### src/rtl/servo_ramp_ctrl.sv
// servo_ramp_ctrl: slew-limited servo pulse-width sequencer with PWM frame strobe.
// Optional feature: define SERVO_AUTO_SWEEP_EN to let IDLE self-issue MIN/MAX sweep targets.
module servo_ramp_ctrl #(
    parameter int unsigned FRAME_CLKS  = 480000,
    parameter int unsigned MIN_US      = 1000,
    parameter int unsigned MAX_US      = 2000,
    parameter int unsigned CENTER_US   = 1500,
    parameter int unsigned STEP_US     = 10,
    parameter int unsigned HOLD_FRAMES = 5
) (
    input  logic        clk,
    input  logic        resetb,
    input  logic        cmd_valid,
    input  logic [15:0] cmd_target,
    output logic        cmd_ready,
    output logic        frame_tick,
    output logic [15:0] pos_us,
    output logic        busy,
    output logic        done
);
    localparam int CW = $clog2(FRAME_CLKS);
    localparam int HW = $clog2(HOLD_FRAMES + 1);
    localparam logic [15:0] MIN_W  = 16'(MIN_US);
    localparam logic [15:0] MAX_W  = 16'(MAX_US);
    localparam logic [15:0] STEP_W = 16'(STEP_US);

    typedef enum logic [1:0] {IDLE, RAMP, HOLD} state_t;

    state_t          state_q;
    logic [CW-1:0]   cnt_q, cnt_d;
    logic [HW-1:0]   hold_q;
    logic [15:0]     pos_q, tgt_q;
    logic            ready_q, busy_q, done_q;
    logic [15:0]     clamped, diff;
    logic            up, close;
`ifdef SERVO_AUTO_SWEEP_EN
    logic            sweep_hi_q;
`endif

    assign frame_tick = (cnt_q == CW'(FRAME_CLKS - 1));
    assign cnt_d      = frame_tick ? '0 : cnt_q + 1'b1;
    assign clamped    = (cmd_target < MIN_W) ? MIN_W : (cmd_target > MAX_W) ? MAX_W : cmd_target;
    assign up         = tgt_q > pos_q;
    assign diff       = up ? tgt_q - pos_q : pos_q - tgt_q;
    assign close      = diff <= STEP_W;
    assign cmd_ready  = ready_q;
    assign busy       = busy_q;
    assign done       = done_q;
    assign pos_us     = pos_q;

    // Free-running frame counter; the strobe marks its last count.
    always_ff @(posedge clk or negedge resetb) begin
        if (!resetb) cnt_q <= '0;
        else         cnt_q <= cnt_d;
    end

    // Sequencer: accept target in IDLE, step once per frame in RAMP, settle in HOLD.
    always_ff @(posedge clk or negedge resetb) begin
        if (!resetb) begin
            state_q <= IDLE;
            pos_q   <= 16'(CENTER_US);
            tgt_q   <= 16'(CENTER_US);
            hold_q  <= '0;
            ready_q <= 1'b1;
            busy_q  <= 1'b0;
            done_q  <= 1'b0;
`ifdef SERVO_AUTO_SWEEP_EN
            sweep_hi_q <= 1'b1;
`endif
        end else begin
            done_q <= 1'b0;
            case (state_q)
                IDLE: begin
                    if (cmd_valid) begin
                        tgt_q   <= clamped;
                        state_q <= RAMP;
                        ready_q <= 1'b0;
                        busy_q  <= 1'b1;
                    end
`ifdef SERVO_AUTO_SWEEP_EN
                    else if (frame_tick) begin
                        tgt_q      <= sweep_hi_q ? MAX_W : MIN_W;
                        sweep_hi_q <= !sweep_hi_q;
                        state_q    <= RAMP;
                        ready_q    <= 1'b0;
                        busy_q     <= 1'b1;
                    end
`endif
                end
                RAMP: begin
                    if (frame_tick) begin
                        if (close) begin
                            pos_q   <= tgt_q;
                            hold_q  <= '0;
                            state_q <= HOLD;
                        end else begin
                            pos_q <= up ? pos_q + STEP_W : pos_q - STEP_W;
                        end
                    end
                end
                HOLD: begin
                    if (frame_tick) begin
                        if (hold_q == HW'(HOLD_FRAMES - 1)) begin
                            done_q  <= 1'b1;
                            ready_q <= 1'b1;
                            busy_q  <= 1'b0;
                            state_q <= IDLE;
                        end else begin
                            hold_q <= hold_q + 1'b1;
                        end
                    end
                end
                default: state_q <= IDLE;
            endcase
        end
    end
endmodule
### config.mk
export PLATFORM = sky130hd
export DESIGN_NAME = servo_ramp_ctrl
export DESIGN_NICKNAME = d
export VERILOG_FILES = /design/src/rtl/servo_ramp_ctrl.sv
export SDC_FILE = /design/constraint.sdc
export NUM_CORES = 1
export LEC_CHECK = 0
export ABC_AREA = 0
export CELL_PAD_IN_SITES_DETAIL_PLACEMENT = 0
export CELL_PAD_IN_SITES_GLOBAL_PLACEMENT = 1
export CORE_UTILIZATION = 46
export DETAILED_ROUTE_END_ITERATION = 10
export GPL_ROUTABILITY_DRIVEN = 0
export GPL_TIMING_DRIVEN = 0
export PLACE_DENSITY = 0.92
export SLEW_MARGIN = 20
export SYNTH_ARGS = -nofsm -noshare
export SYNTH_HDL_FRONTEND = slang
export SYNTH_SLANG_ARGS = --single-unit
### constraint.sdc
create_clock -name clk -period 5.85 [get_ports clk]
set_input_delay 1.17 -clock clk [delete_from_list [all_inputs] [get_ports clk]]
set_output_delay 1.17 -clock clk [all_outputs]
set_load 0.005 [all_outputs]
# Word level (Yosys, flattened, before mapping)
# Cells that the tools add are included.
# word_totals
regBits,59
latch_bits,0
ram_bits,0
mem_bits_ro,0
inputBits,19
output_inout_bits,20
elab_cells,64
mem_count,0
# classes
add_sub_neg,6
multipliers,0
n_div,0
order_cmp,4
eq_ne,10
shifts,0
muxes,28
n_bitwise,0
n_reduce_logical,8
# op_table
operator,count
16-bit two-way mux,5
16-bit subtractor,2
"19-bit by 1-bit adder with 19-bit output, second input constant",1
"19-bit == test, second input constant",1
19-bit two-way mux,1
"16-bit by 4-bit adder with 16-bit output, second input constant",1
"16-bit by 11-bit > comparator with 1-bit output, second input constant",1
16-bit > comparator,1
"16-bit by 4-bit less-or-equal comparator with 1-bit output, second input constant",1
"16-bit by 10-bit less-than comparator with 1-bit output, second input constant",1
"16-bit by 4-bit subtractor with 16-bit output, second input constant",1
3-bit two-way mux,4
"2-bit inequality test, second input constant",6
2-bit two-way mux,5
5-bit AND reduction,2
1-bit two-way mux,9
2-bit one-hot mux with 3 select lines,1
3-bit one-hot mux with 2 select lines,1
1-bit one-hot mux with 2 select lines,2
2-bit AND reduction,2
4-bit AND reduction,1
2-bit nonzero test,2
"3-bit by 1-bit adder with 3-bit output, second input constant",1
"3-bit == test, second input constant",1
3 further kinds,3

# Depth between registers and ports, before layout
# depth
word_depth,6
ltp_mapped,21
mapped_depth_nobuf,21

# Worst setup path before layout
# Ideal clock, no wire load.
# synth_timing
path_type,reg-to-reg
start,"register pos_q[2], in the netlist pos_us[2]"
end,"register pos_q[15], in the netlist pos_us[15]"
setup_ns,0.087
t_arrival_ns,4.033
t_required_ns,5.763
path_slack_ns,1.730
path_stages_with_launch,21
path_buffers,1
synth_period_minus_slack_ns,4.120
cell_sequence,dfstp_2 -> inv_1 -> ha_1 -> buf_4 -> a211oi_2 -> o211ai_1 -> nand3_1 -> nand4_2 -> nand2_2 -> inv_4 -> fa_1 -> nor2b_1 -> o21ai_0 -> a21o_1 -> a211o_1 -> a31oi_1 -> a21o_1 -> a21oi_1 -> xnor2_1 -> or3_1 -> o211ai_1
# synth_between
elab_chain_len,4
elab_cells_between_ends,9
cone_classes,4 x add/sub; 2 x order compare; 3 x mux
# synth_lines
item,line,text
"start, declared",32,"logic [15:0] pos_q, tgt_q;"
"start signal, assigned",61,pos_q <= 16'(CENTER_US);
"start signal, assigned",93,pos_q <= tgt_q;
"start signal, assigned",97,pos_q <= up ? pos_q + STEP_W : pos_q - STEP_W;
16-bit subtractor or 16-bit > comparator (tied branches),"44, 43",
16-bit two-way mux,44,assign diff = up ? tgt_q - pos_q : pos_q - tgt_q;
16-bit by 4-bit less-or-equal comparator with 1-bit output,45,assign close = diff <= STEP_W;
16-bit two-way mux *,92,if (close) begin
# Every way passes the cells marked *; elsewhere a longest branch is shown, timed or not.
# A chain may end at the register's enable or synchronous reset.

# Worst setup path in the final report
# layout_timing
start,"register pos_q[8], in the netlist pos_us[8]"
end,"register pos_q[15], in the netlist pos_us[15]"
# Same word-level chain as after synthesis.

==> run metrics <==
Setup violations, final=0; CTS Buf Count=9; Pwr Density=179 nW/um2; hold wc startpoint=cnt_q[6]; number of setup buffers added after CTS=0; Pwr Total=1040 uW; diodes inserted=0; die height=107 um; largest net degree at the start of global routing=54; TritonCTS Sinks=59; max-cap check violation count=0; Layout Nets=712; Critical Path RT=6.11 ns; Post-synth ARST share=100%; worst-margin pin slew=0.752 ns; Leak=0.00256 uW; WL final=13100 um; distinct cell type count after synthesis=75; WL per Instance=16.7 um; number of hold-repair buffers added at the cts stage=0; first-pass GRT wire length=22100 um; GR Overflow Total=0; Hold Path Sink=cnt_q[6]; CTS tree=built; DRC marker count from the first detailed-route iteration=266; layout cells sized above 1=10.6%; dpl cells=768; crit end category=flip-flop; clk_lat worst skew=0.35 ns; vias after detailed routing=4542; status=finished clean; post-cts resize count=0; min cycle time layout=4.92 ns; area leader, netlist=dfrtp_1; worst reg2reg path depth=19; Setup Skew=0.0118 ns; cell mode on critical path=a21o_1; sequential fraction of the synthesis area=29.5%; Initial Util=48.2%; number of global-route vias before repair=4524; slew margin rel.=49.7%; Ys Warns=0; arrival time at the worst endpoint=5.18 ns; post-synth top area share=21.7%; DRC viols=0; design area=5840 um2; Final Max Tran Viols=0; metal1 wirelength=6200 um; number of H-tree levels=3; worst r2r src=pos_us[8]; Crit Path Category=flip-flop to flip-flop; CP max stage cell=dfstp_2; Min-Delay Path Class=flip-flop to flip-flop; Final Hold Violating Endpoints=0; First-pass DRT Iterations=5; crit share post-route=84.1%; post-route insts no fill=784; DR WL met2=6030 um; Synthesized Nets=662; cells after synthesis=593; fmax=0.203 GHz; met3 WL=552 um; initial antenna violation count=0; CTS clock-pin slew for the worst setup and hold paths=0.07 ns; r2r endpoint=pos_us[15]; Area contributors post-synth=dfrtp_1 (22%), ha_1 (12%), dfstp_2 (7.8%), xnor2_1 (4.5%), o211ai_1 (4.4%); antenna-violating nets left=0; dpl hpwl=10200 um; Filler cells=981; area grow syn2layout=15.2%; hold-critical path depth=1; Post-synth EDFFs=0; DIE AREA=11400 um2; syn avg cell area=8.55 um2; CTS root buf=clkbuf_8; area occupied by registers=1500 um2; Worst Path Max Fanout=13; R2R Setup Slk=0.93 ns; Max Used Layer=met4; crit start category=flip-flop; port buffer count=38; Site Rows=37; Core Footprint=10500 um2; dpl cell area=5640 um2; die width=107 um; overall routing resource usage=24.6%; worst-path cell chain=inv_1, ha_1, buf_4, nand4_1, nor4_1, mux2i_1, nand2_2, inv_4, fa_1, nor2b_1, o21ai_0, a21o_1, a211o_1, a31oi_1, a21o_1, a21oi_1, xnor2_1, or3_1, o211ai_1; clock buffer depth=2; CP max stage delay=0.59 ns; multi-input logic area=3240 um2; Yosys reg bits=59; maximum vdd drop=0.000115 V; Vias per Instance=5.79; Mapped Area=5070 um2; setup TNS=0 ns; RSZ-0062 raised after global routing=no; predominant post-synthesis flop cell=dfrtp_1; IO Pins=39
cell usage after synthesis, types with 14 or more instances:
cell      number
nor2_1        54
inv_1         50
xor2_1        14
dfrtp_1       44
nand2_1       34
xnor2_1       26
o211ai_1      30
a21oi_1       43
o21ai_0       23
dfstp_2       15
nand4_1       20
ha_1          47
how the worst max path moves through the flow:
stage	from	endpoint	slack [ns]	cells past startpoint
2_1_floorplan	pos_us[2]	pos_us[15]	1.73	20
3_3_place_gp	pos_us[8]	pos_us[15]	1.06	19
6_report	pos_us[8]	pos_us[15]	0.93	19
5_1_grt	pos_us[1]	pos_us[15]	0.55	19
3_5_place_dp	pos_us[8]	pos_us[15]	1.01	19
4_1_cts	pos_us[8]	pos_us[15]	0.94	19
metal layers:
metal	vias up	global-route usage (%)
li1	2225	-
met1	2170	33.1
met4	0	7.63
met2	123	40.6
met3	24	3.89
met5	-	0
state kept, by name, indices dropped and copies added (netlist names):
| name | count |
|---|---|
| state_q | 2 |
| pos_us | 16 |
| busy | 1 |
| cnt_q | 19 |
| done | 1 |
| cmd_ready | 1 |
| tgt_q | 16 |
| hold_q | 3 |
cell type report:
type / count / area share [%]
plain buffers: 23 / 2.31
clock buffers: 11 / 2.25
clock inverters: 5 / 1.07
inverters: 51 / 3.32
multi-input cells: 460 / 55.6
flip-flops and latches: 59 / 25.6
well taps: 136 / 2.91
repair buffers: 39 / 6.94
critical path: cells and delay by family, from the launching register on:
family          cells  cell delay [ns]
buf+inv             3             0.39
fa+ha+maj           2             0.71
mux                 1             0.26
xor+xnor            1             0.15
flops               1             0.59
simple gates        5             1.45
compound gates      7             1.27
cell families after synthesis:
logic type | synth area share, %
xor gates and xnor gates | 6.91
AOI/OAI and AO/OA | 22.2
buffers and inverters | 6.49
adders and majority gates | 12.8
and+or+nand+nor | 20.2
muxes | 1.88
DFF | 29.5
metrics by stage:
step	util (%)	hold WS [ns]	setup slack, ns
after global placement	53.5	0.462	1.06
final	55.6	0.482	0.932
after detailed placement	53.7	0.473	1.01
after global routing	55.6	0.507	0.554
after floorplan	-	0.448	1.73
after CTS	55.6	0.486	0.944
placed cells by master (no fill, tap or decap), types with 15 or more instances in the layout:
master and instances:
a21oi_1 43, nand2_1 34, dfrtp_1 44, xnor2_1 26, dfstp_2 15, o211ai_1 30
nor2_1 54, o21ai_0 23, ha_1 47, nand4_1 20, clkdlybuf4s50_1 37, inv_1 50
power by group:
part           leakage, uW  switching (uW)  internal (uW)
sequential        0.000731            8.80            419
clock            0.0000901             177            199
combinational      0.00174             139           99.9
total              0.00256             325            718
No activity file was read; power rests on OpenSTA's default activity.
